### config.mk
export PLATFORM = sky130hd
export DESIGN_NAME = l15_anycore_req_arbiter
export DESIGN_NICKNAME = d
export VERILOG_FILES = /design/src/rtl/l15_anycore_req_arbiter.sv
export SDC_FILE = /design/constraint.sdc
export NUM_CORES = 1
export LEC_CHECK = 0
export CAP_MARGIN = 25
export CORE_AREA = 2 2 122 124
export CTS_BUF_LIST = sky130_fd_sc_hd__clkbuf_4
export DETAILED_ROUTE_END_ITERATION = 16
export DIE_AREA = 0 0 124 126
export GPL_TIMING_DRIVEN = 0
export PLACE_DENSITY = 0.79
export SETUP_SLACK_MARGIN = 0.1
export SYNTH_ARGS = -nofsm -noshare
export SYNTH_HDL_FRONTEND = slang
export SYNTH_SLANG_ARGS = --single-unit
export TNS_END_PERCENT = 10
### constraint.sdc
create_clock -name clk -period 2 [get_ports clk]
set_input_delay 0.5 -clock clk [delete_from_list [all_inputs] [get_ports clk]]
set_output_delay 0.5 -clock clk [all_outputs]
set_load 0.03 [all_outputs]
### src/rtl/l15_anycore_req_arbiter.sv
// Arbitrates anycore icache/dcache requests onto the single L1.5 request port.
// Define ANYCORE_REQ_ARB_RR_EN for round-robin; otherwise fixed st > ld > ic.
module l15_anycore_req_arbiter #(
    parameter int ADDR_W = 40,
    parameter int DATA_W = 64
) (
    input  logic              clk,
    input  logic              rst_n,
    input  logic              ic_req_val,
    input  logic [ADDR_W-1:0] ic_req_addr,
    output logic              ic_req_rdy,
    input  logic              ld_req_val,
    input  logic [ADDR_W-1:0] ld_req_addr,
    input  logic [2:0]        ld_req_size,
    output logic              ld_req_rdy,
    input  logic              st_req_val,
    input  logic [ADDR_W-1:0] st_req_addr,
    input  logic [2:0]        st_req_size,
    input  logic [DATA_W-1:0] st_req_data,
    output logic              st_req_rdy,
    output logic              l15_val,
    output logic [4:0]        l15_rqtype,
    output logic [ADDR_W-1:0] l15_address,
    output logic [2:0]        l15_size,
    output logic [DATA_W-1:0] l15_data,
    input  logic              l15_header_ack,
    input  logic              ic_done,
    input  logic              ld_done,
    input  logic              st_done,
    output logic [2:0]        outstanding
);

    localparam logic [0:0] IDLE  = 1'b0;
    localparam logic [0:0] ISSUE = 1'b1;

    localparam logic [4:0] IMISS_RQ = 5'b10000;
    localparam logic [4:0] LOAD_RQ  = 5'b00000;
    localparam logic [4:0] STORE_RQ = 5'b00001;

    logic [0:0] state;
    logic [2:0] win;
    logic [2:0] elig;
    logic [2:0] grant;
    logic [2:0] rdy;
    logic [2:0] out_nxt;
    logic       accept;

    assign elig = {st_req_val, ld_req_val, ic_req_val} & ~outstanding;

`ifdef ANYCORE_REQ_ARB_RR_EN
    // ptr: 0 = ic, 1 = ld, 2 = st; search starts at ptr and wraps
    logic [1:0] ptr;

    always_comb begin
        grant = 3'b000;
        case (ptr)
            2'd1: begin
                if (elig[1])      grant = 3'b010;
                else if (elig[2]) grant = 3'b100;
                else if (elig[0]) grant = 3'b001;
            end
            2'd2: begin
                if (elig[2])      grant = 3'b100;
                else if (elig[0]) grant = 3'b001;
                else if (elig[1]) grant = 3'b010;
            end
            default: begin
                if (elig[0])      grant = 3'b001;
                else if (elig[1]) grant = 3'b010;
                else if (elig[2]) grant = 3'b100;
            end
        endcase
    end
`else
    always_comb begin
        grant = 3'b000;
        if (elig[2])      grant = 3'b100;
        else if (elig[1]) grant = 3'b010;
        else if (elig[0]) grant = 3'b001;
    end
`endif

    assign accept = rst_n && (state == IDLE) && (grant != 3'b000);
    assign rdy    = accept ? grant : 3'b000;

    assign ic_req_rdy = rdy[0];
    assign ld_req_rdy = rdy[1];
    assign st_req_rdy = rdy[2];

    assign l15_val = (state == ISSUE);

    // A done for a class that is not in flight is a no-op under the mask
    always_comb begin
        out_nxt = outstanding & ~{st_done, ld_done, ic_done};
        if (state == ISSUE && l15_header_ack) begin
            out_nxt = out_nxt | win;
        end
    end

    always_ff @(posedge clk) begin
        if (!rst_n) begin
            state       <= IDLE;
            win         <= 3'b000;
            outstanding <= 3'b000;
            l15_rqtype  <= 5'b00000;
            l15_address <= '0;
            l15_size    <= 3'b000;
            l15_data    <= '0;
        end else begin
            outstanding <= out_nxt;
            case (state)
                IDLE: begin
                    if (accept) begin
                        state <= ISSUE;
                        win   <= grant;
                        if (grant[2]) begin
                            l15_rqtype  <= STORE_RQ;
                            l15_address <= st_req_addr;
                            l15_size    <= st_req_size;
                            l15_data    <= st_req_data;
                        end else if (grant[1]) begin
                            l15_rqtype  <= LOAD_RQ;
                            l15_address <= ld_req_addr;
                            l15_size    <= ld_req_size;
                            l15_data    <= '0;
                        end else begin
                            l15_rqtype  <= IMISS_RQ;
                            l15_address <= ic_req_addr;
                            l15_size    <= 3'b111;
                            l15_data    <= '0;
                        end
                    end
                end
                default: begin
                    if (l15_header_ack) begin
                        state <= IDLE;
                    end
                end
            endcase
        end
    end

`ifdef ANYCORE_REQ_ARB_RR_EN
    always_ff @(posedge clk) begin
        if (!rst_n) begin
            ptr <= 2'd0;
        end else if (accept) begin
            if (grant[0])      ptr <= 2'd1;
            else if (grant[1]) ptr <= 2'd2;
            else               ptr <= 2'd0;
        end
    end
`endif

endmodule

==> flow_summary_export.csv <==
group,metric,value,unit
global_routing,grt_pass1_vias,4697,
routing,wl_per_cell,17.1,µm
setup_path,critPathRequiredTime,1.50,ns
setup_path,worstSetupPathType,"in -> out",
synth,ys_types,25,
timing,setup_violations,3,
clock_tree,htreeDepth,4,
power_and_ir_drop,p_total,5.58,mW
timing,relSlewSlack,58.6,%
timing,tns,-0.0805,ns
synth,ys_ff_latch,115,
die,num_rows,44,
synth,yosysTopAreaCellShare,51.3,%
cells_and_area,fin_area,8200,µm²
timing,setup_slack,-0.0401,ns
die,die_w,124,µm
synth,dominantRegCellSynth,"dfxtp_1",
routing,drt.antenna.violating_nets,0,
global_routing,grt_pass1_wl,25700,µm
timing,min_period,2.04,ns
synth,ys_async_sr_fraction,0,%
clock_tree,cts_tree,"yes",
placement,hpwlAfterDp,13500,µm
synth,synth-edff-count,0,
routing,vias,4917,
clock_tree,cts-buffers-inserted,17,
global_routing,track_usage,21.8,%
die,fp.dieH,126,µm
timing,fmax,490,MHz
cells_and_area,finish.utilization,57.3,%
die,fp.dieArea,15600,µm²
timing,min_period_over_period,102,%
clock_tree,clock-sinks,115,
placement,placed_cell_area,7890,µm²
setup_path,cpPeakStageDelay,0.50,ns
routing,routed_wl,17600,µm
setup_path,crit_slowest_cell,"clkdlybuf4s50_1",
power_and_ir_drop,power.leakage,3.76,nW
placement,portBuffers,314,
synth,yosysTopAreaCell,"dfxtp_1",
clock_tree,clk_root_buffer_cell,"clkbuf_4",
power_and_ir_drop,irDropWorstVdd,367,µV
global_routing,grt_max_degree,17,
run_status,violations,"setup timing",
power_and_ir_drop,power.density,680,nW/µm²
timing,worst_pin_slew,0.621,ns
clock_tree,clkTransAtPathRegs,0.10,ns
job,maxCapViolCount,0,
synth,postSynthCellCount,479,
min_path,hp-class,"reg -> reg",
cells_and_area,multi_input_area,1960,µm²
cells_and_area,nNetsFinal,1028,
setup_path,cp-start-kind,"primary input",
synth,syn_area,4490,µm²
cells_and_area,area_delta_synth_final,82.7,%
routing,via_per_inst,4.79,
die,start_util,31.4,%
routing,drt_iter0_markers,211,
setup_path,crit_chain,"clkdlybuf4s50_1, nand2b_4, nor4_4, buf_6",
placement,gp_congestion,0.854,
cells_and_area,seq_area,2310,µm²
synth,ys_seq_area_share,51.3,%
synth,syn_avg_cell_area,9.37,µm²
clock_tree,clk_latency,0.51,ns
timing,fin_skew,0.00742,ns
clock_tree,hold_buffers,0,
global_routing,grt_antenna_before_repair,2,
setup_path,cp_max_fo,7,
die,io_pins,318,
routing,drc,0,
run_status,status,"finished, violations left",
global_routing,grt_overflow_total,0,
timing,finalHoldViolCount,0,
synth,yosys_warnings,0,
synth,synth.area.top_cells,"dfxtp_1, a22o_1, nand2_1, a31oi_1, nor2_1",
routing,first_pass_iters,4,
timing,rsz0062_at_grt,"true",
timing,maxSlewViolCount,0,
setup_path,end_kind,"output pin",
die,core_area,14300,µm²
timing,hold_ws,0.465,ns
clock_tree,clockBufferDepth,2,
cells_and_area,num-fill-cells,1296,
cells_and_area,drive_gt1_share,10.9,%
setup_path,crit_arrival,1.54,ns
worst max-delay path: cells and delay by family:
kind                   cells  cell delay (ns)
buffers and inverters      2             0.68
and+or+nand+nor            2             0.36
layout make-up:
class / count / share of cell area, %
sequential: 115 / 28.1
tap: 184 / 2.81
clock inverter: 12 / 1.13
multi-input combinational: 314 / 23.9
buffer: 49 / 4.07
timing repair buffer: 329 / 38.0
clock buffer: 19 / 1.74
antenna: 1 / 0.0305
inverter: 3 / 0.137
sequential cells by signal (all words and copies together) (netlist names):
| register | flops |
|---|---|
| l15_rqtype | 2 |
| l15_val | 1 |
| l15_address | 40 |
| l15_size | 3 |
| l15_data | 64 |
| win | 2 |
| outstanding | 3 |
kinds of logic after synthesis:
family	share of synthesized area, %
AO/OA/AOI/OAI	28.3
buffers and inverters	6.30
flip-flops	51.3
multiplexers	0.669
other	0.0836
AND/OR/NAND/NOR	13.4
routing by layer:
layer / part of all wire, % / track usage [%]
met3: 9.5 / 8.83
met5: 0 / 0
met1: 39 / 24.1
met4: 2.1 / 7.40
met2: 50 / 37.5
placed cells by master, fill, tap and decap left out, types with 2 or more instances in the layout:
cell type        instances
a21boi_0                 3
a21oi_1                  3
a22o_1                 104
a31oi_1                 41
and2_1                   2
buf_1                    9
buf_2                    7
buf_4                   20
buf_6                   13
clkbuf_1                11
clkbuf_2                 8
clkbuf_4                19
clkdlybuf4s15_1          3
clkdlybuf4s15_2          2
clkdlybuf4s50_1        195
clkinv_1                 4
clkinv_2                 3
clkinv_4                 2
clkinvlp_4               2
conb_1                   3
dfxtp_1                112
dfxtp_2                  3
dlygate4sd2_1          106
inv_1                    2
mux2i_1                  3
nand2_1                 85
nand2_4                  2
nand2b_1                 4
nand2b_4                 2
nand3_1                  3
nor2_1                  46
nor2b_1                  3
o221ai_1                 3
o22ai_1                  2
synthesized netlist by cell type (4+ instances only):
library cell  count
a22o_1          104
a31oi_1          41
buf_1             9
buf_2            10
buf_4             4
buf_6             8
clkbuf_1         18
dfxtp_1         115
nand2_1          87
nand2b_1          5
nor2_1           48
timing repair:
item	4_1_cts	5_1_grt
buffers inserted	4	11
pin swaps	1	2
cloned	0	0
endpoints found under the setup margin	165	85
gates resized for setup	166	20
path summary, 6_finish.rpt:
kind | depth (start not counted) | slack [ns] | to | start
max | 4 | -0.04 | ic_req_rdy | ic_req_val
min | 2 | 0.46 | l15_size[0] | l15_size[0]
max reg2reg | 6 | 0.18 | l15_address[8] | outstanding[2]
min reg2reg | 2 | 0.46 | l15_size[0] | l15_size[0]
per-stage QoR:
stage | cells | setup WS [ns]
CTS | 1014 | -0.233
global placement | 979 | -1.23
detailed placement | 979 | -1.26
global route | 1026 | -0.151
floorplan | 481 | 0.0900
finish | 1026 | -0.0401
report_power, final:
group | internal, mW | switching [mW] | leakage [nW]
Combinational | 0.752 | 0.791 | 2.69
Clock | 0.616 | 0.880 | 0.128
Sequential | 2.45 | 0.0853 | 0.946
Total | 3.82 | 1.76 | 3.76
No activity file was read; power rests on OpenSTA's default activity.
